**src/rtl/mem_bus_arbiter_pkg.sv**
```systemverilog
// Shared types and defaults for the two-master memory bus arbiter.
// Holds the state encodings, grant index type and bus-width defaults.
package mem_bus_arbiter_pkg;

  localparam int unsigned ADDRESS_INDEX_LIMIT = 25;
  localparam int unsigned DATA_INDEX_LIMIT    = 31;
  localparam int unsigned ADDR_W_DEF          = ADDRESS_INDEX_LIMIT + 1;
  localparam int unsigned DATA_W_DEF          = DATA_INDEX_LIMIT + 1;
  localparam int unsigned MEM_LATENCY_DEF     = 2;
  localparam int unsigned CNT_W               = 4;

  typedef enum logic [1:0] {
    MEM_ARB_ST_IDLE   = 2'd0,
    MEM_ARB_ST_ACCESS = 2'd1,
    MEM_ARB_ST_DONE   = 2'd2
  } arbState_e;

  typedef enum logic {
    GRANT_M0 = 1'b0,
    GRANT_M1 = 1'b1
  } grant_e;

endpackage

```
**src/rtl/mem_arb_pick.sv**
```systemverilog
// Combinational two-way request picker for the memory bus arbiter.
// MEM_ARB_FIXED_PRIO_EN: M1 wins every tie; otherwise ties alternate via lastGrant.
module mem_arb_pick
  import mem_bus_arbiter_pkg::*;
(
  input  logic   req0_i,
  input  logic   req1_i,
  input  grant_e lastGrant_i,
  output logic   valid_o,
  output grant_e idx_o
);

`ifdef MEM_ARB_FIXED_PRIO_EN
  logic unusedLastGrant;
  assign unusedLastGrant = lastGrant_i;
`endif

  always_comb begin
    valid_o = req0_i | req1_i;
    idx_o   = GRANT_M0;
`ifdef MEM_ARB_FIXED_PRIO_EN
    if (req1_i) idx_o = GRANT_M1;
`else
    // A tie goes to whichever master was not served last.
    if (req0_i && req1_i) begin
      idx_o = (lastGrant_i == GRANT_M0) ? GRANT_M1 : GRANT_M0;
    end else if (req1_i) begin
      idx_o = GRANT_M1;
    end
`endif
  end

endmodule

```
**src/rtl/mem_bus_arbiter.sv**
```systemverilog
// Shares one memory port between the processor (M0) and the loader/DMA (M1).
// Build option MEM_ARB_FIXED_PRIO_EN selects fixed M1 priority instead of round-robin.
module mem_bus_arbiter
  import mem_bus_arbiter_pkg::*;
#(
  parameter int unsigned ADDR_W      = ADDR_W_DEF,
  parameter int unsigned DATA_W      = DATA_W_DEF,
  parameter int unsigned MEM_LATENCY = MEM_LATENCY_DEF
) (
  input  logic              clk_i,
  input  logic              rst_i,
  input  logic              m0Req_i,
  input  logic              m0Read_i,
  input  logic              m0Write_i,
  input  logic [ADDR_W-1:0] m0Addr_i,
  input  logic [DATA_W-1:0] m0Wdata_i,
  output logic [DATA_W-1:0] m0Rdata_o,
  output logic              m0Ack_o,
  input  logic              m1Req_i,
  input  logic              m1Read_i,
  input  logic              m1Write_i,
  input  logic [ADDR_W-1:0] m1Addr_i,
  input  logic [DATA_W-1:0] m1Wdata_i,
  output logic [DATA_W-1:0] m1Rdata_o,
  output logic              m1Ack_o,
  output logic              memRead_o,
  output logic              memWrite_o,
  output logic [ADDR_W-1:0] memAddr_o,
  output logic [DATA_W-1:0] memWdata_o,
  input  logic [DATA_W-1:0] memRdata_i,
  output logic              busy_o
);

  localparam logic [CNT_W-1:0] CNT_LOAD = CNT_W'(MEM_LATENCY - 1);

  arbState_e         state_q, state_d;
  logic [CNT_W-1:0]  cnt_q, cnt_d;
  grant_e            lastGrant_q, lastGrant_d;
  grant_e            winner_q, winner_d;
  logic              rd_q, rd_d;
  logic              wr_q, wr_d;
  logic [ADDR_W-1:0] addr_q, addr_d;
  logic [DATA_W-1:0] wdata_q, wdata_d;
  logic [DATA_W-1:0] rdata_q, rdata_d;

  logic              pickValid;
  grant_e            pickIdx;
  logic              selRead;
  logic              selWrite;
  logic [ADDR_W-1:0] selAddr;
  logic [DATA_W-1:0] selWdata;

  mem_arb_pick uPick (
    .req0_i      (m0Req_i),
    .req1_i      (m1Req_i),
    .lastGrant_i (lastGrant_q),
    .valid_o     (pickValid),
    .idx_o       (pickIdx)
  );

  assign selRead  = (pickIdx == GRANT_M1) ? m1Read_i  : m0Read_i;
  assign selWrite = (pickIdx == GRANT_M1) ? m1Write_i : m0Write_i;
  assign selAddr  = (pickIdx == GRANT_M1) ? m1Addr_i  : m0Addr_i;
  assign selWdata = (pickIdx == GRANT_M1) ? m1Wdata_i : m0Wdata_i;

  always_ff @(posedge clk_i) begin
    if (rst_i) begin
      state_q     <= MEM_ARB_ST_IDLE;
      cnt_q       <= '0;
      lastGrant_q <= GRANT_M1;
      winner_q    <= GRANT_M0;
      rd_q        <= 1'b0;
      wr_q        <= 1'b0;
      addr_q      <= '0;
      wdata_q     <= '0;
      rdata_q     <= '0;
    end else begin
      state_q     <= state_d;
      cnt_q       <= cnt_d;
      lastGrant_q <= lastGrant_d;
      winner_q    <= winner_d;
      rd_q        <= rd_d;
      wr_q        <= wr_d;
      addr_q      <= addr_d;
      wdata_q     <= wdata_d;
      rdata_q     <= rdata_d;
    end
  end

  always_comb begin
    state_d     = state_q;
    cnt_d       = cnt_q;
    lastGrant_d = lastGrant_q;
    winner_d    = winner_q;
    rd_d        = rd_q;
    wr_d        = wr_q;
    addr_d      = addr_q;
    wdata_d     = wdata_q;
    rdata_d     = rdata_q;
    m0Rdata_o   = '0;
    m0Ack_o     = 1'b0;
    m1Rdata_o   = '0;
    m1Ack_o     = 1'b0;
    memRead_o   = 1'b0;
    memWrite_o  = 1'b0;
    memAddr_o   = '0;
    memWdata_o  = '0;
    busy_o      = 1'b0;

    unique case (state_q)
      MEM_ARB_ST_IDLE: begin
        if (pickValid) begin
          winner_d    = pickIdx;
          lastGrant_d = pickIdx;
          // READ==WRITE is granted but latched as "no strobe".
          rd_d        = selRead & ~selWrite;
          wr_d        = selWrite & ~selRead;
          addr_d      = selAddr;
          wdata_d     = selWdata;
          cnt_d       = CNT_LOAD;
          state_d     = MEM_ARB_ST_ACCESS;
        end
      end
      MEM_ARB_ST_ACCESS: begin
        busy_o     = 1'b1;
        memRead_o  = rd_q;
        memWrite_o = wr_q;
        memAddr_o  = addr_q;
        memWdata_o = wdata_q;
        if (cnt_q == '0) begin
          rdata_d = rd_q ? memRdata_i : '0;
          state_d = MEM_ARB_ST_DONE;
        end else begin
          cnt_d = cnt_q - CNT_W'(1);
        end
      end
      MEM_ARB_ST_DONE: begin
        busy_o = 1'b1;
        if (winner_q == GRANT_M1) begin
          m1Ack_o   = 1'b1;
          m1Rdata_o = rdata_q;
        end else begin
          m0Ack_o   = 1'b1;
          m0Rdata_o = rdata_q;
        end
        state_d = MEM_ARB_ST_IDLE;
      end
      default: state_d = MEM_ARB_ST_IDLE;
    endcase
  end

endmodule

```
**config.mk**
```make
export PLATFORM = sky130hd
export DESIGN_NAME = mem_bus_arbiter
export DESIGN_NICKNAME = d
export VERILOG_FILES = /design/src/rtl/mem_bus_arbiter_pkg.sv /design/src/rtl/mem_arb_pick.sv /design/src/rtl/mem_bus_arbiter.sv
export SDC_FILE = /design/constraint.sdc
export NUM_CORES = 1
export LEC_CHECK = 0
export CORE_UTILIZATION = 40
export CTS_BUF_LIST = sky130_fd_sc_hd__clkbuf_4
export DETAILED_ROUTE_END_ITERATION = 8
export GPL_TIMING_DRIVEN = 0
export PLACE_DENSITY_LB_ADDON = 0.2
export SLEW_MARGIN = 20
export SYNTH_ARGS = -nofsm -noshare
export SYNTH_HDL_FRONTEND = slang
export SYNTH_SLANG_ARGS = --single-unit
```
**constraint.sdc**
```tcl
create_clock -name clk_i -period 2 [get_ports clk_i]
set_input_delay 0.3 -clock clk_i [delete_from_list [all_inputs] [get_ports clk_i]]
set_output_delay 0.3 -clock clk_i [all_outputs]
set_load 0.1 [all_outputs]
```
=== Yosys cells after proc, flatten, opt, wreduce, memory -nomap -nowiden ===
Cells that the tools add are included.

* $add $sub $neg: 1
* Eq/ne operators: 5
* Muxes and demuxes: 27
* Bitwise gates (word level): 5
* Reduce and logical (&&, ||, !) cells: 9

{| class="wikitable"
|+ Operator list
! kind !! number
|-
| two-way mux 32 bit || 7
|-
| two-way mux 26 bit || 2
|-
| two-way mux 1 bit || 12
|-
| two-way mux 4 bit || 2
|-
| one-hot mux 4 bit (2 select lines) || 1
|-
| != test 2 bit, second input constant || 3
|-
| AND reduction 2 bit || 3
|-
| logical NOT 4 bit || 1
|-
| two-way mux 2 bit || 2
|-
| one-hot mux 2 bit (2 select lines) || 1
|-
| subtractor 4 x 1 -> 4 bit, second input constant || 1
|-
| AND reduction 3 bit || 1
|-
| bitwise AND 1 bit || 2
|-
| equality test 2 x 1 -> 1 bit, second input constant || 1
|-
| equality test 2 bit, second input constant || 1
|-
| logical NOT 2 bit || 1
|-
| NOT 1 bit || 2
|-
| nonzero test 2 bit || 1
|-
| OR reduction 2 bit || 1
|-
| logical AND 1 bit || 1
|-
| bitwise OR 1 bit || 1
|}

* Register bits after elaboration: 100
* Input port bits: 156
* Output and inout bits: 127

=== Longest topological paths before layout ===
* Depth in word-level cells: 5
* Gate-level depth with buffers: 8
* Gate-level depth less buffers: 5

=== Modules after synthesis ===
From an unflattened synthesis, not the netlist that was laid out.

* Cells, all modules: 615
* Area, all modules: 5121.2 µm²

{| class="wikitable"
|+ By module, submodules not included
! module !! times used !! cells an instance !! area an instance (µm²) !! sequential area each (µm²)
|-
| mem_bus_arbiter || 1 || 613 || 5107.4 || 2001.9
|-
| mem_arb_pick || 1 || 2 || 13.8 || 0.0
|}

=== Least setup slack after synthesis ===
No wires, ideal clock.

* Path kind: reg-to-output
* From: register state_q[0]
* To: output port m0Rdata_o[16]
* Arrival time: 2.743 ns
* Required time: 1.700 ns
* Setup slack: -1.043 ns
* Stages on the path, launching flop included: 6
* Cell sequence: dfxtp_1 inv_1 ha_1 nor2b_1 clkbuf_1 and2_1

* Word-level cells in the longest chain between the ends: 2

{| class="wikitable"
|+ Ends and longest elaborated chain
! element !! line !! RTL
|-
| from (decl) || mem_bus_arbiter.sv:36 || <nowiki>arbState_e state_q, state_d;</nowiki>
|-
| from (signal assigned) || mem_bus_arbiter.sv:78 || <nowiki>state_q <= state_d;</nowiki>
|-
| equality test 2 bit || mem_bus_arbiter.sv:110 || <nowiki>unique case (state_q)</nowiki>
|-
| two-way mux 32 bit || mem_bus_arbiter.sv:110 ||
|-
| to (decl) || mem_bus_arbiter.sv:17 || <nowiki>output logic [DATA_W-1:0] m0Rdata_o,</nowiki>
|}

No other way between the ends.

=== Worst setup path after layout ===
* From: register state_q[0]
* To: output port m0Rdata_o[17]

The elaborated chain is that of the path after synthesis.

==> results by group <==
Synth
  • Post-synthesis compound-gate area fraction: 19.4%
  • Synth Area in Adders: 1.47%
  • Ys async rst share: 0%
  • Register bit count reported by yosys: 100
  • Post-Syn Instances: 686
  • Area contributors post-synth: dfxtp_1, and2_1, nand2_1, a31oi_1, o21ai_0
  • Net count after synthesis: 848
  • Avg Cell Area, Syn: 7.43 µm²
  • Simple-gate share of the synthesized area: 33.0%
  • Main combinational cell family by area after synthesis: simple AND/OR/NAND/NOR gates
  • Post-synth top area share: 39.3%
  • Netlist area before placement: 5100 µm²
  • XOR/XNOR Fraction of Synth Area: 0%
  • Seq/Total Area, Yosys: 39.3%
  • Multiplexer area fraction after synthesis: 0.196%
  • Number of synthesized flops with an enable pin: 0
  • Commonest cells post-synth: nand2_1, dfxtp_1, and2_1
  • Post-synth top area cell: dfxtp_1
  • Warnings, synthesis: 0
  • Main synth FF type: dfxtp_1
  • Post-synth cell types: 43
  • Most numerous cell in the Yosys netlist: nand2_1

CTS
  • Root buffer cell: clkbuf_4
  • H-tree levels: 3
  • Hold_buf cts: 0
  • CTS tree: yes
  • Clock Latency Late Sink: 0.48 ns
  • TritonCTS buffer count: 9
  • Bufs on Longest Clock Path: 2
  • # clock sinks: 100
  • Worst-path clk slew: 0.16 ns

Global routing
  • Largest net degree at the start of global routing: 17
  • Vias in the first global route: 6,348
  • First-pass GRT wire length: 32.7 mm
  • Total GRT Usage: 31.8%
  • Initial antenna violation count: 0
  • Total grt overflow: 0

Detailed routing
  • DR pass1 iterations: 8
  • Final WL: 23.1 mm
  • Via/cell ratio: 5.59
  • Via total after detailed routing: 6,538
  • DRC viols: 0
  • Final ANT Viol Nets: 0
  • Starting DRC count in detailed routing: 626
  • Wirelength per Cell: 19.8 µm

Power
  • Pleak: 4.10 nW
  • Total chip power: 11.2 mW
  • Logic pwr share: 65.3%
  • PwrDens: 1100 nW/µm²
  • Switching portion of total power: 48.1%
  • Peak supply drop: 812 µV
  • Internal power: 5.82 mW
  • Clock network fraction of total power: 9.9%
  • Sw power: 5.39 mW
  • Reg power frac: 24.8%

Final layout
  • Layout area overhead: 100%
  • Nets: 1,158
  • Share of cells above drive strength 1: 33.3%
  • Finished Core Util: 83.5%
  • Ant. Diodes: 0
  • Final non-filler cell total: 1,169

Worst hold path
  • Worst hold path class: input pin to flop

Placed design
  • Post-DP HPWL: 13.5 mm
  • Worst slack, placed: -1.21 ns
  • Port-buffer cells: 281
  • Placed cells: 1,135
  • GP Congestion: 0.833

Floorplan
  • Die W: 115 µm
  • Initial Utilization: 41.7%
  • Die Footprint: 13,200 µm²
  • Rows: 40
  • Core area: 12,200 µm²
  • Die height: 115 µm
  • # IOs: 283

Worst setup path
  • Endpoint type of the worst setup path: primary output
  • Critical Path RT: 1.70 ns
  • Crit path DAT: 1.93 ns
  • CP Max Fanout: 10
  • WS Path Type: flop to primary output
  • Crit start category: flop

Timing
  • FMAX: 0.448 GHz
  • Final Skew: 0.0227 ns
  • Worst setup margin: -0.233 ns
  • Headroom to the max-slew limit: 62.7%
  • Final hold vios: 0
  • Fin crit period: 2.23 ns
  • Setup Total Neg Slack: -14.67 ns
  • Fin crit share: 112%
  • Endpoints failing setup: 124
  • Unrepaired setup endpoints after global routing: yes
  • Pin slew with the least headroom to its limit: 0.559 ns
  • Max-slew violation count: 0

Flow run
  • Maxcap violations: 0

Outcome
  • Violated checks: setup timing
  • Status: finished with violations
worst paths after layout:
check	from	end	slack, ns	cells after the start
worst max register to register	state_q[1]	rdata_q[18]	-0.13	9
worst max-delay path	state_q[0]	m0Rdata_o[17]	-0.23	7
worst min register to register	rdata_q[25]	rdata_q[25]	0.49	2
worst min-delay path	m0Req_i	lastGrant_q	0.26	3
stage by stage:
step	hold slack [ns]	area (µm²)
2_1_floorplan	0.401	5170
3_3_place_gp	0.446	8200
3_5_place_dp	0.457	8200
4_1_cts	0.235	9900
5_1_grt	0.247	10200
6_report	0.256	10200
layout make-up:
type	instances	area, µm²
well taps	168	210
plain buffers	62	394
multi-input cells	510	3110
repair buffers	305	4300
fillers	743	2020
clock buffers	9	67.6
flip-flops and latches	100	2010
clock inverters	7	67.6
inverters	8	32.5
cell families after synthesis:
logic type | count (synthesis)
AOI/OAI and AO/OA | 171
adders and majority gates | 6
buffers and inverters | 76
DFF | 100
muxes | 1
and+or+nand+nor | 332
worst max-delay path, cell delays in order, from the launching register on:
cell and delay, ns:
dfxtp_4 0.38, inv_2 0.09, ha_4 0.17, nor2b_4 0.17, buf_12 0.15, buf_8 0.15, and2_4 0.18, buf_12 0.17
timing repair:
item	CTS	global route
pin swaps	7	31
resized for setup	1225	92
setup buffers	7	12
setup endpoints to repair	127	137
cloned	4	3
hold endpoints to repair	0	0
state kept, by name, indices dropped and copies added, names as in the netlist:
signal       count
wr_q             1
lastGrant_q      1
rdata_q         32
state_q          2
cnt_q            4
wdata_q         32
addr_q          26
winner_q         1
rd_q             1
per-layer routing:
| layer | wire [µm] | track usage, % |
|---|---|---|
| met1 | 8440 | 34.3 |
| met2 | 11400 | 55.7 |
| met3 | 2280 | 9.75 |
| met4 | 949 | 17.4 |
| met5 | 0 | 0 |
power groups by stage:
stage	registers [mW]	clock network (mW)	logic (mW)
5_1_grt	2.83	1.20	7.67
2_1_floorplan	2.67	0	3.93
6_report	2.78	1.11	7.33
4_1_cts	2.74	1.11	6.90
3_3_place_gp	2.72	0	5.36
3_5_place_dp	2.74	0	5.39
layout by cell type (no fill, tap or decap), drive strengths merged, types with 2 or more instances in the layout:
| cell | synthesis | layout |
|---|---|---|
| nand2 | 153 | 153 |
| a21oi | 34 | 34 |
| ha | 6 | 6 |
| o21ai | 63 | 63 |
| or3b | 2 | 2 |
| nor2 | 3 | 3 |
| dfxtp | 100 | 100 |
| nand3b | 2 | 2 |
| nand4b | 2 | 2 |
| clkbuf | 36 | 38 |
| nor3b | 2 | 2 |
| nor2b | 2 | 2 |
| inv | 7 | 7 |
| and2 | 94 | 94 |
| a31oi | 61 | 61 |
| and3 | 33 | 33 |
| clkinv | 1 | 7 |
| o221ai | 2 | 2 |
| buf | 32 | 184 |
| clkdlybuf4s50 | 0 | 154 |
| nand3 | 33 | 33 |
(Power assumes the default switching activity.)
